===== config.mk =====
export PLATFORM = sky130hd
export DESIGN_NAME = fft_twiddle_sequencer
export DESIGN_NICKNAME = d
export VERILOG_FILES = /design/src/rtl/fft_twiddle_sequencer.sv
export SDC_FILE = /design/constraint.sdc
export NUM_CORES = 1
export LEC_CHECK = 0
export ABC_AREA = 1
export BUFFER_PORTS_ARGS = -buffer_cell sky130_fd_sc_hd__buf_2
export CAP_MARGIN = 25
export CELL_PAD_IN_SITES_DETAIL_PLACEMENT = 1
export CELL_PAD_IN_SITES_GLOBAL_PLACEMENT = 1
export CORE_ASPECT_RATIO = 0.8
export CORE_MARGIN = 2
export CORE_UTILIZATION = 36
export DETAILED_ROUTE_END_ITERATION = 10
export PLACE_DENSITY = 0.81
export SYNTH_ARGS = -nofsm -noshare
export SYNTH_HDL_FRONTEND = slang
export SYNTH_SLANG_ARGS = --single-unit

===== constraint.sdc =====
create_clock -name clk -period 2 [get_ports clk]
set_input_delay 0.2 -clock clk [delete_from_list [all_inputs] [get_ports clk]]
set_output_delay 0.2 -clock clk [all_outputs]
set_load 0.01 [all_outputs]

===== src/rtl/fft_twiddle_sequencer.sv =====
// fft_twiddle_sequencer: stage/index loop controller for the FFT twiddle path.
// Ports: clk, rst (sync, active-high); i_start/i_forward_in/i_log_n request a transform,
// i_stall holds the current index; o_busy/o_done report status; o_tw_rst, o_is_forward_fft,
// o_m, o_i, o_i_loop_done drive the twiddle storage; o_valid marks an issued (o_m, o_i).
module fft_twiddle_sequencer #(
  parameter int MAX_LOG_N = 13,
  parameter int DRAIN_FWD = 11,
  parameter int DRAIN_INV = 3
) (
  input  logic                 clk,
  input  logic                 rst,
  input  logic                 i_start,
  input  logic                 i_forward_in,
  input  logic [3:0]           i_log_n,
  input  logic                 i_stall,
  output logic                 o_busy,
  output logic                 o_done,
  output logic                 o_tw_rst,
  output logic                 o_is_forward_fft,
  output logic [MAX_LOG_N-1:0] o_m,
  output logic [MAX_LOG_N-1:0] o_i,
  output logic                 o_i_loop_done,
  output logic                 o_valid
);
  localparam int DMAX = DRAIN_FWD > DRAIN_INV ? DRAIN_FWD : DRAIN_INV;
  localparam int CW = $clog2(DMAX + 1);
  typedef enum logic [2:0] {IDLE, INIT, RUN, DRAIN, DONE} state_t;
  state_t r_state, w_next;
  logic r_fwd;
  logic [3:0] r_log, w_log;
  logic [MAX_LOG_N-1:0] r_m, r_i, w_m_top, w_m_end;
  logic [CW-1:0] r_cnt;
  logic w_wrap, w_last;
  assign w_log = i_log_n == 4'd0 ? 4'd1 : i_log_n > 4'(MAX_LOG_N) ? 4'(MAX_LOG_N) : i_log_n;
  assign w_m_top = MAX_LOG_N'(1) << (r_log - 4'd1);
  // final stage size: forward walks down to 1, inverse walks up to 2^(L-1)
  assign w_m_end = r_fwd ? MAX_LOG_N'(1) : w_m_top;
  assign w_wrap = r_i == r_m - MAX_LOG_N'(1);
  assign w_last = w_wrap && r_m == w_m_end;
  assign o_m = r_m;
  assign o_i = r_i;
  assign o_is_forward_fft = r_fwd;
  always_ff @(posedge clk)
    if (rst) r_state <= IDLE;
    else r_state <= w_next;
  always_comb begin
    w_next = r_state;
    o_busy = !rst && r_state != IDLE;
    o_done = !rst && r_state == DONE;
    o_tw_rst = rst || r_state == INIT;
    o_valid = !rst && r_state == RUN && !i_stall;
    o_i_loop_done = o_valid && w_wrap;
    case (r_state)
      IDLE:    w_next = i_start ? INIT : IDLE;
      INIT:    w_next = RUN;
      RUN:     w_next = o_valid && w_last ? DRAIN : RUN;
      DRAIN:   w_next = r_cnt == CW'(1) ? DONE : DRAIN;
      default: w_next = IDLE;
    endcase
  end
  // the last issue leaves m/i untouched so they hold their final values through DRAIN
  always_ff @(posedge clk)
    if (rst) begin
      r_fwd <= 1'b0;
      r_log <= 4'd0;
      r_m <= '0;
      r_i <= '0;
      r_cnt <= '0;
    end else if (r_state == IDLE && i_start) begin
      r_fwd <= i_forward_in;
      r_log <= w_log;
    end else if (r_state == INIT) begin
      r_i <= '0;
      r_m <= r_fwd ? w_m_top : MAX_LOG_N'(1);
    end else if (o_valid) begin
      if (w_last) r_cnt <= r_fwd ? CW'(DRAIN_FWD) : CW'(DRAIN_INV);
      else if (w_wrap) begin
        r_i <= '0;
        r_m <= r_fwd ? r_m >> 1 : r_m << 1;
      end else r_i <= r_i + MAX_LOG_N'(1);
    end else if (r_state == DRAIN) r_cnt <= r_cnt - CW'(1);
endmodule

==> metrics list, run 1 <==
* Leakage Power: 2.415 nW
- Unrepaired setup endpoints after global routing: yes
- For this design the ratio of total power to cell area is 669.4 nW/um^2.
* Final wirelength: 17570 microns
- Result of the run: complete, but fails checks
* GR met2 Demand/Resource: 0.5092
- The count of final hold-check violations was 0.
* Wire length of the first global-routing pass: ~22000 microns
- Startpoint kind of the worst setup timing path: flip-flop
- No sink is reached through more buffers than the 2 on the longest clock path.
- Hold repair after CTS inserted 0 buffers.
- The total area inside the core boundary comes to roughly 9000 sq um.
* Total standard cell area after synthesis: 3254 sq um
- The worst setup path is captured at a flip-flop.
* DPL Wire Length: 10380 microns
- The tree built by TritonCTS fans out to 38 sinks.
* Max Transition Viols Final: 0
* Ports placed on the boundary: 41
* Final critical path time including I/O delays and setup: 2.578 ns
- Ratio of final minimum period to clock period: 1.289
* Sequential area share after synthesis: 0.2338
- At the pin with the least slew margin, the transition time is 0.4648 ns.
* Number of nets with antenna violations after detailed routing: 0
* GRT Residual Overflow: 0
- The initialized floorplan defines 31 standard-cell rows.
- Die area: approximately 10000 sq um
- Measured against its own limit, the worst slew margin works out to 0.6898.
- Count of vias placed by the detailed router: 4781
- Dividing the detail-routed wire length by the instance count gives 21.48 microns.
- Proportion of synthesized flip-flops having asynchronous set or reset: 0
- Post-Synthesis Mean Instance Area: 5.670 sq um
- Antenna diode count: 0
- The most used flip-flop cell after synthesis is dfxtp_1.
- The layout has 1209 filler cells.
- Layout overhead on the synthesized area: 50.44%
* Count of H-tree levels built during CTS: 2
- In the routed design, unresolved DRC markers number 0.
- CP Max Fanout: 6
* Die Height: 89.04 microns
* Setup slack of the worst register-to-register path: -0.58 ns
- Final setup slack of the worst path: -0.5777 ns
* Clock edge transition at the registers on the reported setup and hold paths: 0.07 ns
- Timing analysis after detailed placement gives a worst setup slack of -0.3070 ns.
- Number of DRC markers after the initial detailed-route iteration: 381
- Across the VDD grid, the largest voltage drop is 0.0004884 V.
- Leaving out fill and tap cells, the most frequent cell in the layout is nand2_1.
- Die width: 110.3 microns
- Post-route setup TNS: -15.24 ns
* Met3 Usage GRT: 0.04373
- DR pass1 iterations: 5
* Layer with the highest usage: met2
* Buffers added on ports: 40
- Largest net degree at the start of global routing: 27
- TritonCTS built the clock tree.
- Register area: 772.0 sq um
* Number of global-route vias before repair: 4359
- Using the TritonRoute via totals, the vias-per-cell ratio works out to 5.845.
- Worst endpoint data arrival time: 2.81 ns
- Number of register bits inferred by synthesis: 38
* Category of the critical setup timing path: flip-flop to flip-flop
- The cell count after synthesis came out at ~570.
- Number of buffers created by CTS: 5
- The library cells used most frequently in the layout, excluding fill and tap cells, are nand2_1 (152), buf_4 (92), nor2_1 (65), nand3_1 (55), inv_1 (48).
- Hold Path Class: input pin to flip-flop
- Fraction of layout instances using a drive strength above 1: 0.3570
- WP data required: 2.23 ns
- Counting flops with a built-in enable in the synthesized netlist gives 0.
* Routability cong.: 0.8980
* Syn. warnings: 0
- Starting density of the core: 0.3648
* Net count of the mapped netlist: between 500 and 600
- Across every metal layer, demand over resource in global routing totals 0.2900.
* Number of antenna violations at the first check in global routing: 0
- Failing checks: negative setup slack
- Final #Nets: 715
* Area taken by multi-input logic gates: 2527 sq um
- Across the routed clock network, the largest skew measured is between 0.006 and 0.007 ns.
* Overall power after layout: 3.277 mW
- Across the run, the number of max-cap violations was 0.
- Met1 Resource Use GR: 0.3712
* Number of different library cells in the post-synthesis netlist: 33
- The cell sitting at the root of the clock tree is a clkbuf_16.
- Max Fclk: 0.3879 GHz
* Finish-stage setup viols: 32
- Later-pin clock latency in the skew report: 0.30 ns
## through the flow
stage,cells,util,area [sq um],hold WS [ns]
finish,818,0.5488,4896,0.2361
global placement,798,0.4738,4227,0.4794
CTS,809,0.4992,4453,0.2009
global route,818,0.5488,4896,0.2671
floorplan,574,-,3303,0.3668
detailed placement,798,0.4738,4227,0.5041
## logic make-up (layout without fill, tap and decap cells)
group	after synthesis	after routing	synth area share
AND/OR/NAND/NOR	375	376	0.5010
buffers and inverters	81	209	0.1034
AO/OA/AOI/OAI	59	59	0.1007
flip-flops	38	38	0.2338
XOR/XNOR	17	17	0.04575
adder cells (fa/ha/maj)	4	4	0.01538
## flip-flops by register name, indices dropped and copies added (netlist names)
| signal | flops |
|---|---|
| o_is_forward_fft | 1 |
| o_i | 13 |
| r_cnt | 4 |
| r_state | 3 |
| r_log | 4 |
| o_m | 13 |
## Yosys cell counts, types with 5 or more instances
| library cell | n | area share |
|---|---|---|
| nand2_1 | 189 | 0.22 |
| nor2_1 | 72 | 0.083 |
| nand3_1 | 60 | 0.092 |
| inv_1 | 54 | 0.062 |
| dfxtp_1 | 38 | 0.23 |
| o21ai_0 | 30 | 0.046 |
| a21oi_1 | 21 | 0.032 |
| nand4_1 | 15 | 0.029 |
| nor3_1 | 15 | 0.023 |
| clkbuf_1 | 13 | 0.015 |
| xor2_1 | 11 | 0.030 |
| nor2_2 | 8 | 0.015 |
| xnor2_1 | 6 | 0.016 |
| buf_2 | 5 | 0.0077 |
## what timing repair did
item                                    4_1_cts  5_1_grt
pin swaps                                    12       34
cloned                                        1        4
endpoints found under the setup margin       32       32
setup buffers                                 2        6
gates resized for setup                      19       86
## routing by layer
layer	up-vias	routed length, microns
li1	2108	-
met1	2318	7011
met2	271	8405
met3	84	1366
met4	0	788
met5	-	0
## final timing paths
path	startpoint	endpoint	cells after the start
setup / recovery	o_m[1]	o_m[12]	17
hold / removal	i_log_n[0]	r_log[0]	3
setup reg to reg	o_m[1]	o_m[12]	17
hold reg to reg	r_cnt[2]	r_cnt[2]	2
## critical path, stage by stage (launching register included)
cell and delay (ns):
dfxtp_4 0.37, inv_4 0.05, ha_4 0.27, inv_2 0.03
nand2_1 0.07, nand2_1 0.08, nor2_2 0.18, nand4_1 0.13
nor2_1 0.13, nand3_1 0.13, nor2_4 0.22, buf_6 0.15
a31oi_4 0.09, buf_12 0.17, clkbuf_16 0.17, nand2_4 0.07
nand2_2 0.06, nor2_1 0.14
## where the power goes
part / total, mW / leakage, nW / internal, mW / switching (mW)
clock: 0.885 / 0.0729 / 0.496 / 0.389
combinational: 1.51 / 2.03 / 0.575 / 0.933
sequential: 0.884 / 0.312 / 0.806 / 0.0782
total: 3.28 / 2.42 / 1.88 / 1.40
## layout make-up
class / count / share of cell area
sequential: 38 / 0.1577
tap: 115 / 0.02939
clock inverter: 2 / 0.002556
multi-input combinational: 456 / 0.5162
inverter: 57 / 0.04523
clock buffer: 6 / 0.02837
timing repair buffer: 144 / 0.2205
Note: power is estimated with default switching activity, not from simulation.
==> run 2: changes to the inputs <==
--- a/config.mk
+++ b/config.mk
@@ -9,12 +9,12 @@
 export BUFFER_PORTS_ARGS = -buffer_cell sky130_fd_sc_hd__buf_2
 export CAP_MARGIN = 25
 export CELL_PAD_IN_SITES_DETAIL_PLACEMENT = 1
-export CELL_PAD_IN_SITES_GLOBAL_PLACEMENT = 1
+export CELL_PAD_IN_SITES_GLOBAL_PLACEMENT = 2
 export CORE_ASPECT_RATIO = 0.8
 export CORE_MARGIN = 2
-export CORE_UTILIZATION = 36
+export CORE_UTILIZATION = 27
 export DETAILED_ROUTE_END_ITERATION = 10
-export PLACE_DENSITY = 0.81
+export PLACE_DENSITY = 0.8
 export SYNTH_ARGS = -nofsm -noshare
 export SYNTH_HDL_FRONTEND = slang
 export SYNTH_SLANG_ARGS = --single-unit
==> metrics list, run 2 (same netlist as run 1, synthesis figures left out) <==
- Result of the run: complete, but fails checks (unchanged).
* Failing checks: negative setup slack (unchanged)
* Via-to-Cell Ratio: 4.983 (was 5.845)
- Combinational power share: 0.431 (was 0.460)
- The area of the placeable core was 11650 sq um (was 8921 sq um).
- The total area of sequential cells came to 768.2 sq um (was 772.0 sq um).
* Number of global-route vias before repair: 4482 (was 4359)
* Category of the critical setup timing path: flip-flop to primary output (was flip-flop to flip-flop)
- The initial antenna violation count was 0 (unchanged).
- Number of buffers created by CTS: 5 (unchanged)
- Leading cell types in the layout, fill and taps excluded: nand2_1 (167), buf_4 (110), nor2_1 (66), nand3_1 (55), inv_1 (49) (was nand2_1 (152), buf_4 (92), nor2_1 (65), nand3_1 (55), inv_1 (48))
- Fraction of layout instances using a drive strength above 1: 0.3454 (was 0.3570)
* DPL Wire Length: 10790 microns (was 10380 microns)
- Remaining DRCs: 0 (unchanged)
- Wire per inst: 16.59 microns (was 21.48 microns)
* Final wirelength: 14420 microns (was 17570 microns)
- The total power divided by cell area is 648.8 nW/um^2 (was 669.4 nW/um^2).
* Area taken by multi-input logic gates: 2440 sq um (was 2527 sq um)
- Standard-cell row count: 35 (was 31)
- Wire length of the first global-routing pass: 22600 microns (was 21830 microns)
* Number of nets with antenna violations after detailed routing: 0 (unchanged)
- The critical path data arrival time is 2.29 ns (was 2.81 ns).
* Hold Path Class: input pin to flip-flop (unchanged)
- Buffer depth of the longest clock path: 2 (unchanged)
- The I/O pin total is 41 (unchanged).
- The static leakage power is 2.489 nW (was 2.415 nW).
- Startpoint kind of the worst setup timing path: flip-flop (unchanged)
- The post-layout net count is 733 (was 715).
- Worst-Margin Slew: 0.4311 ns (was 0.4648 ns)
- The total of endpoints with negative setup slack in the final report was 32 (unchanged).
- The worst slew margin relative to its limit came to 0.7104 (was 0.6898).
- Placed Cells incl. Taps: 852 (was 798)
* Starting density of the core: 0.2794 (was 0.3648)
* Count of vias placed by the detailed router: 4330 (was 4781)
- Worst-case clock skew: 0.01348 ns (was 0.006492 ns)
- Clock root buffer master: clkbuf_16 (unchanged)
- Layout overhead on the synthesized area: 52.98% (was 50.44%)
- Internal power: 1.987 mW (was 1.877 mW)
* DR pass1 iterations: 4 (was 5)
- The aggregate global-route resource usage is 0.2197 (was 0.2900).
* Final hold viol count: 0 (unchanged)
- The net switching share of the total power was 0.3849 (was 0.4273).
- The clock input transition at the sequential cells of the worst setup and hold paths came to 0.06 ns (was 0.07 ns).
- Number of DRC markers after the initial detailed-route iteration: 268 (was 381)
- Clock group share of total power: 0.299 (was 0.270)
* Largest voltage drop on the vdd net: 0.0003288 V (was 0.0004884 V)
- CP Max Fanout: 3 (was 6)
- Largest net degree at the start of global routing: 27 (unchanged)
- Final critical path time including I/O delays and setup: 2.492 ns (was 2.578 ns)
* Setup crit end kind: primary output (was flip-flop)
* Die width: 126.7 microns (was 110.3 microns)
- Count of H-tree levels built during CTS: 2 (unchanged)
- The CTS tree is done (unchanged).
- GRT Residual Overflow: 0 (unchanged)
* Later-pin clock latency in the skew report: 0.30 ns (about the same)
* Final-layout fill cell count: 1563 (was 1209)
- The switching power total came to 1.243 mW (was 1.400 mW).
- The most common cell after layout, fill and taps aside is nand2_1 (unchanged).
- The clock sink count is 38 (unchanged).
* Count of hold buffers inserted by post-cts repair: 0 (unchanged)
- The overall die height was 102.2 microns (was 89.04 microns).
- Die area: 12950 sq um (was 9821 sq um)
- Antenna diode count: 0 (unchanged)
- Max Fclk: 0.4013 GHz (was 0.3879 GHz)
- The post-route worst setup slack was -0.4922 ns (was -0.5777 ns).
* Buffers added on ports: 40 (unchanged)
- The required time at the endpoint of the critical path is 1.80 ns (was 2.23 ns).
- Worst slack on hold paths: 0.2122 ns (was 0.2361 ns)
- The sequential group share of total power is 0.270 (about the same).
- The last weighted congestion value of the routability-driven placer came to 0.8896 (was 0.8980).
* Ratio of final minimum period to clock period: 1.246 (was 1.289)
- The number of cells in the finished layout apart from fillers came to 869 (was 818).
- Max-Cap Viols: 0 (unchanged)
* Max Transition Viols Final: 0 (unchanged)
- Unrepaired setup endpoints after global routing: yes (unchanged)
[run 2: changes by cell type in the layout (fill, tap and decap cells not counted), sizes merged]
cell,change
buf,+20
clkinv,-1
clkinvlp,+1
clkbuf,-3
bufinv,+1
[run 2: worst max-delay path, stage by stage (launching register included)]
cell     delay [ns]
dfxtp_4        0.38
inv_4          0.05
ha_4           0.27
inv_2          0.03
nand2_1        0.07
nand2_1        0.09
nor2_4         0.15
nand4_1        0.12
nor2_1         0.14
nand3_1        0.13
nor2_4         0.20
buf_6          0.14
inv_4          0.04
nor2_4         0.08
buf_6          0.10
[run 2: worst paths after layout]
| check | start | end | slack (ns) | cells past startpoint |
|---|---|---|---|---|
| min reg2reg | r_cnt[2] | r_cnt[2] | 0.52 | 2 |
| max | o_m[1] | o_i_loop_done | -0.49 | 14 |
| max reg2reg | o_m[1] | o_i[10] | -0.49 | 18 |
| min | i_forward_in | o_is_forward_fft | 0.21 | 3 |
[run 2: cell type report]
cell class / instances / share of cell area
timing repair buffer: 162 / 0.2398
multi-input combinational: 456 / 0.4901
clock buffer: 5 / 0.02513
sequential: 38 / 0.1543
tap: 148 / 0.03720
inverter: 57 / 0.04448
clock inverter: 3 / 0.009048
[run 2: what timing repair did]
item,CTS,global route
resized for setup,24,55
setup buffers,7,2
pin swaps,11,24
gates cloned,0,1
setup endpoints to repair,32,32
[run 2: power groups by stage]
stage,clock [mW],combinational (mW),sequential (mW)
6_report,0.965,1.39,0.871
5_1_grt,1.01,1.56,0.878
4_1_cts,0.967,1.33,0.871
3_5_place_dp,0,1.29,0.888
3_3_place_gp,0,1.25,0.883
2_1_floorplan,0,0.718,0.884
[run 2: per-layer routing]
metal	track usage	part of all wire	up-vias
met4	0.04818	0.012	0
met1	0.2833	0.47	2101
li1	-	-	2138
met5	0	0	-
met2	0.3913	0.47	74
met3	0.03613	0.043	17
[run 2: per-stage QoR]
| stage | power [mW] | util | cell area [sq um] | setup slack [ns] | setup TNS (ns) |
|---|---|---|---|---|---|
| 4_1_cts | 3.173 | 0.4078 | 4751 | -0.4719 | -11.00 |
| 6_report | 3.230 | 0.4274 | 4979 | -0.4922 | -12.74 |
| 2_1_floorplan | 1.602 | - | 3303 | 0.0001443 | 0 |
| 5_1_grt | 3.447 | 0.4274 | 4979 | -0.5833 | -15.99 |
| 3_3_place_gp | 2.130 | 0.3810 | 4438 | -0.3262 | -8.254 |
| 3_5_place_dp | 2.182 | 0.3810 | 4438 | -0.4402 | -9.831 |
